### config.mk
export PLATFORM = sky130hd
export DESIGN_NAME = nn_bgcluster_rr
export DESIGN_NICKNAME = d
export VERILOG_FILES = /design/src/rtl/nn_bgcluster_rr.sv
export SDC_FILE = /design/constraint.sdc
export NUM_CORES = 1
export LEC_CHECK = 0
export CORE_MARGIN = 2
export CORE_UTILIZATION = 65
export DETAILED_ROUTE_END_ITERATION = 8
export DONT_BUFFER_PORTS = 1
export PLACE_DENSITY = 0.81
export RECOVER_POWER = 50
export SLEW_MARGIN = 10
export SYNTH_ARGS = -nofsm -noshare
export SYNTH_HDL_FRONTEND = slang
export SYNTH_SLANG_ARGS = --single-unit
export TNS_END_PERCENT = 20
### constraint.sdc
create_clock -name CLK -period 4.3 [get_ports CLK]
set_input_delay 0 -clock CLK [delete_from_list [all_inputs] [get_ports CLK]]
set_output_delay 0 -clock CLK [all_outputs]
set_load 0.03 [all_outputs]
### src/rtl/nn_bgcluster_rr.sv
// nn_bgcluster_rr -- parametrised burst-gate cluster with round-robin gate enable.
//
// NGATES saturating up/down counters share one stochastic input bit. A
// round-robin selector enables exactly one gate per clock. Each gate output
// sets when its counter reaches MEMSIZE-1, clears when it reaches 0, and
// otherwise holds. A registered vote over the gate outputs with separate
// set/clear thresholds (THRESH_HI / THRESH_LO) produces OUT.
//
// Optional feature macro: NN_BGC_HOLD_EN
//   When defined, an extra HOLD input freezes all state (CLR still clears).
//   When undefined, the block advances on every clock.
module nn_bgcluster_rr #(
   parameter int MEMSIZE    = 16,
   parameter int NGATES     = 3,
   parameter int THRESH_HI  = NGATES,
   parameter int THRESH_LO  = 0,
   parameter bit INIT_STATE = 1'b0
) (
   input  logic                                        CLK,
   input  logic                                        INIT,
   input  logic                                        CLR,
`ifdef NN_BGC_HOLD_EN
   input  logic                                        HOLD,
`endif
   input  logic                                        IN,
   output logic                                        OUT,
   output logic [NGATES-1:0]                           GATES,
   output logic [$clog2(NGATES+1)-1:0]                 VOTES,
   output logic [((NGATES > 1) ? $clog2(NGATES) : 1)-1:0] SEL
);

   localparam int CW = $clog2(MEMSIZE);
   localparam int SW = (NGATES > 1) ? $clog2(NGATES) : 1;
   localparam int VW = $clog2(NGATES + 1);

   localparam logic [CW-1:0] CNT_MAX  = CW'(MEMSIZE - 1);
   localparam logic [CW-1:0] CNT_ZERO = {CW{1'b0}};
   localparam logic [CW-1:0] CNT_ONE  = CW'(1);
   localparam logic [CW-1:0] CNT_INIT = INIT_STATE ? CNT_MAX : CNT_ZERO;

   localparam logic [SW-1:0] SEL_ZERO = {SW{1'b0}};
   localparam logic [SW-1:0] SEL_ONE  = SW'(1);
   localparam logic [SW-1:0] SEL_LAST = SW'(NGATES - 1);

   localparam logic [VW-1:0] VOTE_HI  = VW'(THRESH_HI);
   localparam logic [VW-1:0] VOTE_LO  = VW'(THRESH_LO);

   // Number of gate outputs currently set.
   function automatic logic [VW-1:0] popcount(input logic [NGATES-1:0] vec);
      logic [VW-1:0] sum;
      sum = {VW{1'b0}};
      for (int i = 0; i < NGATES; i++) begin
         sum = sum + VW'(vec[i]);
      end
      return sum;
   endfunction

   logic [CW-1:0]     cnt_r     [NGATES];
   logic [CW-1:0]     cnt_nxt_s [NGATES];
   logic [NGATES-1:0] gates_r;
   logic [NGATES-1:0] gates_nxt_s;
   logic [SW-1:0]     sel_r;
   logic [SW-1:0]     sel_nxt_s;
   logic              out_r;
   logic              out_nxt_s;
   logic [VW-1:0]     votes_s;
   logic              adv_s;

`ifdef NN_BGC_HOLD_EN
   assign adv_s = ~HOLD;
`else
   assign adv_s = 1'b1;
`endif

   assign votes_s = popcount(gates_r);

   // Next counter and hysteretic gate output; only the selected gate moves.
   always_comb begin
      for (int i = 0; i < NGATES; i++) begin
         cnt_nxt_s[i]   = cnt_r[i];
         gates_nxt_s[i] = gates_r[i];
         if (SW'(i) == sel_r) begin
            if (IN) begin
               if (cnt_r[i] < CNT_MAX) begin
                  cnt_nxt_s[i] = cnt_r[i] + CNT_ONE;
               end else begin
                  cnt_nxt_s[i] = cnt_r[i];
               end
            end else begin
               if (cnt_r[i] > CNT_ZERO) begin
                  cnt_nxt_s[i] = cnt_r[i] - CNT_ONE;
               end else begin
                  cnt_nxt_s[i] = cnt_r[i];
               end
            end
            if (cnt_nxt_s[i] == CNT_MAX) begin
               gates_nxt_s[i] = 1'b1;
            end else if (cnt_nxt_s[i] == CNT_ZERO) begin
               gates_nxt_s[i] = 1'b0;
            end else begin
               gates_nxt_s[i] = gates_r[i];
            end
         end else begin
            cnt_nxt_s[i]   = cnt_r[i];
            gates_nxt_s[i] = gates_r[i];
         end
      end
   end

   // Round-robin selector: wraps after the last gate with no idle slot.
   always_comb begin
      sel_nxt_s = sel_r;
      if (sel_r == SEL_LAST) begin
         sel_nxt_s = SEL_ZERO;
      end else begin
         sel_nxt_s = sel_r + SEL_ONE;
      end
   end

   // Threshold vote with hysteresis band between THRESH_LO and THRESH_HI.
   always_comb begin
      out_nxt_s = out_r;
      if (votes_s >= VOTE_HI) begin
         out_nxt_s = 1'b1;
      end else if (votes_s <= VOTE_LO) begin
         out_nxt_s = 1'b0;
      end else begin
         out_nxt_s = out_r;
      end
   end

   // State registers: async INIT, then sync CLR, then advance unless frozen.
   always_ff @(posedge CLK or posedge INIT) begin
      if (INIT) begin
         sel_r   <= SEL_ZERO;
         gates_r <= {NGATES{INIT_STATE}};
         out_r   <= INIT_STATE;
         for (int i = 0; i < NGATES; i++) begin
            cnt_r[i] <= CNT_INIT;
         end
      end else if (CLR) begin
         sel_r   <= SEL_ZERO;
         gates_r <= {NGATES{INIT_STATE}};
         out_r   <= INIT_STATE;
         for (int i = 0; i < NGATES; i++) begin
            cnt_r[i] <= CNT_INIT;
         end
      end else if (adv_s) begin
         sel_r   <= sel_nxt_s;
         gates_r <= gates_nxt_s;
         out_r   <= out_nxt_s;
         for (int i = 0; i < NGATES; i++) begin
            cnt_r[i] <= cnt_nxt_s[i];
         end
      end else begin
         sel_r   <= sel_r;
         gates_r <= gates_r;
         out_r   <= out_r;
         for (int i = 0; i < NGATES; i++) begin
            cnt_r[i] <= cnt_r[i];
         end
      end
   end

   assign OUT   = out_r;
   assign GATES = gates_r;
   assign VOTES = votes_s;
   assign SEL   = sel_r;

endmodule

==> flow_summary.html <==
<table>
<tr><th>Metric</th><th>Value</th></tr>
<tr><th colspan="2">Global routing</th></tr>
<tr><td>Total routing usage reported by global routing</td><td>0.287</td></tr>
<tr><td>Number of global-route vias before repair</td><td>1220</td></tr>
<tr><td>Maximum number of pins on one net before global-route repair</td><td>27</td></tr>
<tr><td>Remaining Overflow, GRT</td><td>0</td></tr>
<tr><td>Global-route wire length before repair</td><td>5.60 mm</td></tr>
<tr><td>Initial antenna violation count</td><td>0</td></tr>
<tr><th colspan="2">Drt</th></tr>
<tr><td>Vias/cell</td><td>6.66</td></tr>
<tr><td>Count of antenna-violating nets left after detailed routing</td><td>0</td></tr>
<tr><td>Number of vias in the routed layout</td><td>1292</td></tr>
<tr><td>Post-detailed-routing wire length</td><td>3.19 mm</td></tr>
<tr><td>Number of design-rule violations left by the first detailed-router iteration</td><td>77</td></tr>
<tr><td>TritonRoute pass-1 iters</td><td>4</td></tr>
<tr><td>Drc violations</td><td>0</td></tr>
<tr><td>Wire length per cell</td><td>16.4 um</td></tr>
<tr><th colspan="2">Floorplan</th></tr>
<tr><td>Cell row count</td><td>16</td></tr>
<tr><td>Count of boundary I/O pins</td><td>12</td></tr>
<tr><td>Vertical extent of the die</td><td>50.5 um</td></tr>
<tr><td>Die X-Extent</td><td>50.5 um</td></tr>
<tr><td>Total Die Area</td><td>0.00255 mm^2</td></tr>
<tr><td>Starting density of the core</td><td>0.701</td></tr>
<tr><td>Std-Cell Core Area</td><td>0.00200 mm^2</td></tr>
<tr><th colspan="2">Status</th></tr>
<tr><td>Run status</td><td>finished clean</td></tr>
<tr><th colspan="2">Layout</th></tr>
<tr><td>Total inserted antenna cells</td><td>0</td></tr>
<tr><td>Layout cell share with drive strength beyond 1</td><td>0.0719</td></tr>
<tr><td>Area Growth Syn to Fin</td><td>2.58%</td></tr>
<tr><td>Top library cells by usage in the layout, fill and taps aside</td><td>sky130_fd_sc_hd__dfrtp_1, sky130_fd_sc_hd__nand2_1, sky130_fd_sc_hd__nor2_1</td></tr>
<tr><td>Final net count</td><td>179</td></tr>
<tr><td>Final standard cell utilization of the core</td><td>0.719</td></tr>
<tr><td>Fillers</td><td>173</td></tr>
<tr><th colspan="2">Setup path</th></tr>
<tr><td>Type of element capturing the critical path</td><td>flip-flop</td></tr>
<tr><td>Launch point of the worst path</td><td>cnt_r[4]</td></tr>
<tr><td>Arrival time worst endpoint</td><td>2.43 ns</td></tr>
<tr><td>Count of buffering cells on the critical path with inverters included</td><td>1</td></tr>
<tr><td>Cell Chain, Critical Path</td><td>inv_1, ha_1, a31o_2, o22ai_1, o211ai_1, a2111oi_0, a21oi_1</td></tr>
<tr><td>Kind of critical path</td><td>reg2reg</td></tr>
<tr><td>Type of origin of the critical path</td><td>flip-flop</td></tr>
<tr><td>Kind of cell with the highest combined delay on the critical path</td><td>compound AO/OA/AOI/OAI gates</td></tr>
<tr><td>Crit-path max cell delay</td><td>0.49 ns</td></tr>
<tr><td>Largest fanout on the critical path</td><td>6</td></tr>
<tr><td>Data required time at the worst endpoint</td><td>4.48 ns</td></tr>
<tr><td>Slowest library cell on the worst path</td><td>sky130_fd_sc_hd__a2111oi_0</td></tr>
<tr><td>Worst flop-to-flop path startpoint</td><td>cnt_r[4]</td></tr>
<tr><th colspan="2">STA</th></tr>
<tr><td>Ratio of final minimum period to clock period</td><td>0.522</td></tr>
<tr><td>Rel. slew slack</td><td>0.542</td></tr>
<tr><td>Max-slew violation total from the final report</td><td>0</td></tr>
<tr><td>Number of endpoints failing setup at the final stage</td><td>0</td></tr>
<tr><td>TNS Setup</td><td>0 ns</td></tr>
<tr><td>Clock skew after layout</td><td>0.00163 ns</td></tr>
<tr><td>Final critical-path required period</td><td>2.25 ns</td></tr>
<tr><td>Maximum clock frequency</td><td>445 MHz</td></tr>
<tr><td>Slew at the pin closest to its max-slew limit</td><td>0.686 ns</td></tr>
<tr><td>Unrepaired setup endpoints after global routing</td><td>false</td></tr>
<tr><td>Number of hold violations in the final report</td><td>0</td></tr>
<tr><th colspan="2">Run</th></tr>
<tr><td>Max_cap viols</td><td>0</td></tr>
<tr><th colspan="2">Synthesis</th></tr>
<tr><td>Synth Warn #</td><td>0</td></tr>
<tr><td>Synthesized cell area</td><td>0.00140 mm^2</td></tr>
<tr><td>Synthesized area per cell</td><td>8.21 um^2</td></tr>
<tr><td>Synthesized netlist cell count</td><td>171</td></tr>
<tr><td>EDFF count, synth</td><td>0</td></tr>
<tr><td>Top flip-flop cell by instance count after synthesis</td><td>sky130_fd_sc_hd__dfrtp_1</td></tr>
<tr><td>Proportion of synthesized flip-flops having asynchronous set or reset</td><td>1.00</td></tr>
<tr><td>Count of distinct cell types in the synthesized netlist</td><td>47</td></tr>
<tr><td>Synthesized net count</td><td>182</td></tr>
<tr><td>Post-synthesis sequential element count</td><td>18</td></tr>
<tr><td>Share of synthesized area occupied by flip-flops and latches</td><td>0.321</td></tr>
<tr><th colspan="2">Pwr</th></tr>
<tr><td>Static power due to leakage</td><td>0.617 nW</td></tr>
<tr><td>Peak supply drop</td><td>0.270 mV</td></tr>
<tr><td>Pwr per Cell Area</td><td>323 mW/mm^2</td></tr>
<tr><th colspan="2">CTS</th></tr>
<tr><td>Clock transition at the registers of the reported paths</td><td>0.11 ns</td></tr>
<tr><td>Hold bufs inserted after CTS</td><td>2</td></tr>
<tr><td>Clock buffer depth</td><td>2</td></tr>
<tr><td>Clock sink total</td><td>18</td></tr>
<tr><td>CTS Root Buffer Type</td><td>sky130_fd_sc_hd__clkbuf_4</td></tr>
<tr><td>Clock latency of the later-clocked register in the worst-skew pair</td><td>0.31 ns</td></tr>
<tr><td>Post-CTS Repair Setup Buffers</td><td>0</td></tr>
<tr><td>H-tree Lvls</td><td>1</td></tr>
<tr><td>Number of buffers inserted during clock tree synthesis</td><td>3</td></tr>
<tr><td>Clock tree from TritonCTS</td><td>yes</td></tr>
<tr><td>Quantity of gates resized following cts</td><td>0</td></tr>
<tr><th colspan="2">Placed design</th></tr>
<tr><td>Global placement routability congestion</td><td>0.915</td></tr>
<tr><td>Number of input and output port buffers inserted</td><td>0</td></tr>
<tr><td>Detailed placer's ending HPWL</td><td>2.25 mm</td></tr>
<tr><th colspan="2">Min path</th></tr>
<tr><td>Worst hold path type</td><td>in2reg</td></tr>
<tr><td>Hold Crit Start</td><td>IN</td></tr>
</table>
worst paths after layout:
kind / end / slack (ns) / depth (start not counted)
min in group asynchronous: cnt_r[10] / 0.22 / 2
worst min register to register: cnt_r[9] / 0.64 / 2
worst min-delay path: cnt_r[10] / 0.03 / 3
worst max register to register: GATES[1] / 2.05 / 7
max in group asynchronous: GATES[1] / 3.65 / 2
worst max-delay path: GATES[1] / 2.05 / 7
worst register-to-register path: cells and delay by family, from the launching register on:
family                   cells  cell delay, ns
flip-flops                   1            0.44
adder cells (fa/ha/maj)      1            0.33
AO/OA/AOI/OAI                5            1.22
buffers and inverters        1            0.14
routing by layer:
layer	share of wire	track usage	up-vias	wire length (um)
li1	-	-	615	-
met1	0.44	0.416	621	1420
met2	0.49	0.463	51	1550
met3	0.056	0.0208	5	177
met4	0.012	0.0901	0	37
met5	0	0	-	0
cell families after synthesis:
family | after synthesis | synth area share
xor+xnor | 5 | 0.0312
compound gates | 47 | 0.226
flops | 18 | 0.321
simple gates | 71 | 0.272
fa+ha+maj | 7 | 0.0677
buf+inv | 21 | 0.0677
mux | 2 | 0.0143
cells in the mapped netlist, types with 2 or more instances:
cell type / n / share of area
sky130_fd_sc_hd__a211oi_1: 3 / 0.016
sky130_fd_sc_hd__a21oi_1: 11 / 0.039
sky130_fd_sc_hd__a221oi_1: 2 / 0.012
sky130_fd_sc_hd__a31oi_1: 2 / 0.0089
sky130_fd_sc_hd__and3_1: 3 / 0.013
sky130_fd_sc_hd__buf_2: 4 / 0.014
sky130_fd_sc_hd__clkbuf_1: 4 / 0.011
sky130_fd_sc_hd__dfrtp_1: 18 / 0.32
sky130_fd_sc_hd__ha_1: 6 / 0.053
sky130_fd_sc_hd__inv_1: 11 / 0.029
sky130_fd_sc_hd__mux2i_1: 2 / 0.014
sky130_fd_sc_hd__nand2_1: 18 / 0.048
sky130_fd_sc_hd__nand2b_1: 6 / 0.027
sky130_fd_sc_hd__nand3_1: 4 / 0.014
sky130_fd_sc_hd__nand4_1: 7 / 0.031
sky130_fd_sc_hd__nor2_1: 13 / 0.035
sky130_fd_sc_hd__nor2b_1: 3 / 0.013
sky130_fd_sc_hd__nor3_1: 5 / 0.018
sky130_fd_sc_hd__nor3b_1: 3 / 0.016
sky130_fd_sc_hd__nor4_1: 2 / 0.0089
sky130_fd_sc_hd__o211ai_1: 2 / 0.011
sky130_fd_sc_hd__o21a_1: 2 / 0.011
sky130_fd_sc_hd__o21ai_0: 10 / 0.036
sky130_fd_sc_hd__o21ai_2: 2 / 0.012
sky130_fd_sc_hd__o22ai_1: 2 / 0.0089
sky130_fd_sc_hd__or4_4: 2 / 0.016
sky130_fd_sc_hd__xnor2_1: 3 / 0.019
sky130_fd_sc_hd__xor2_1: 2 / 0.012
power by group:
group,internal [mW],switching [mW],total [mW]
clock network,0.0518,0.0567,0.109
logic,0.0631,0.0823,0.145
registers,0.181,0.0299,0.211
area by class of cell:
cell class / count / area (um^2) / share of cell area
inverters: 11 / 41.3 / 0.0287
well taps: 27 / 33.8 / 0.0235
multi-input cells: 132 / 858 / 0.596
clock buffers: 4 / 36.3 / 0.0252
repair buffers: 2 / 20.0 / 0.0139
flip-flops and latches: 18 / 450 / 0.313
through the flow:
| step | hold WS (ns) | setup WS (ns) | total power [mW] | std cells | area [um^2] |
|---|---|---|---|---|---|
| floorplan | -0.0614 | 2.40 | 0.331 | 171 | 1400 |
| global placement | 0.0165 | 2.28 | 0.344 | 188 | 1380 |
| detailed placement | 0.0271 | 2.14 | 0.351 | 188 | 1380 |
| CTS | 0.0241 | 2.11 | 0.460 | 194 | 1440 |
| global route | 0.0547 | 1.93 | 0.490 | 194 | 1440 |
| finish | 0.0294 | 2.05 | 0.465 | 194 | 1440 |
sequential cells by signal, summed over array words and instances, names as in the netlist:
signal	count
OUT	1
SEL	2
GATES	3
cnt_r	12
(Power assumes the default switching activity.)
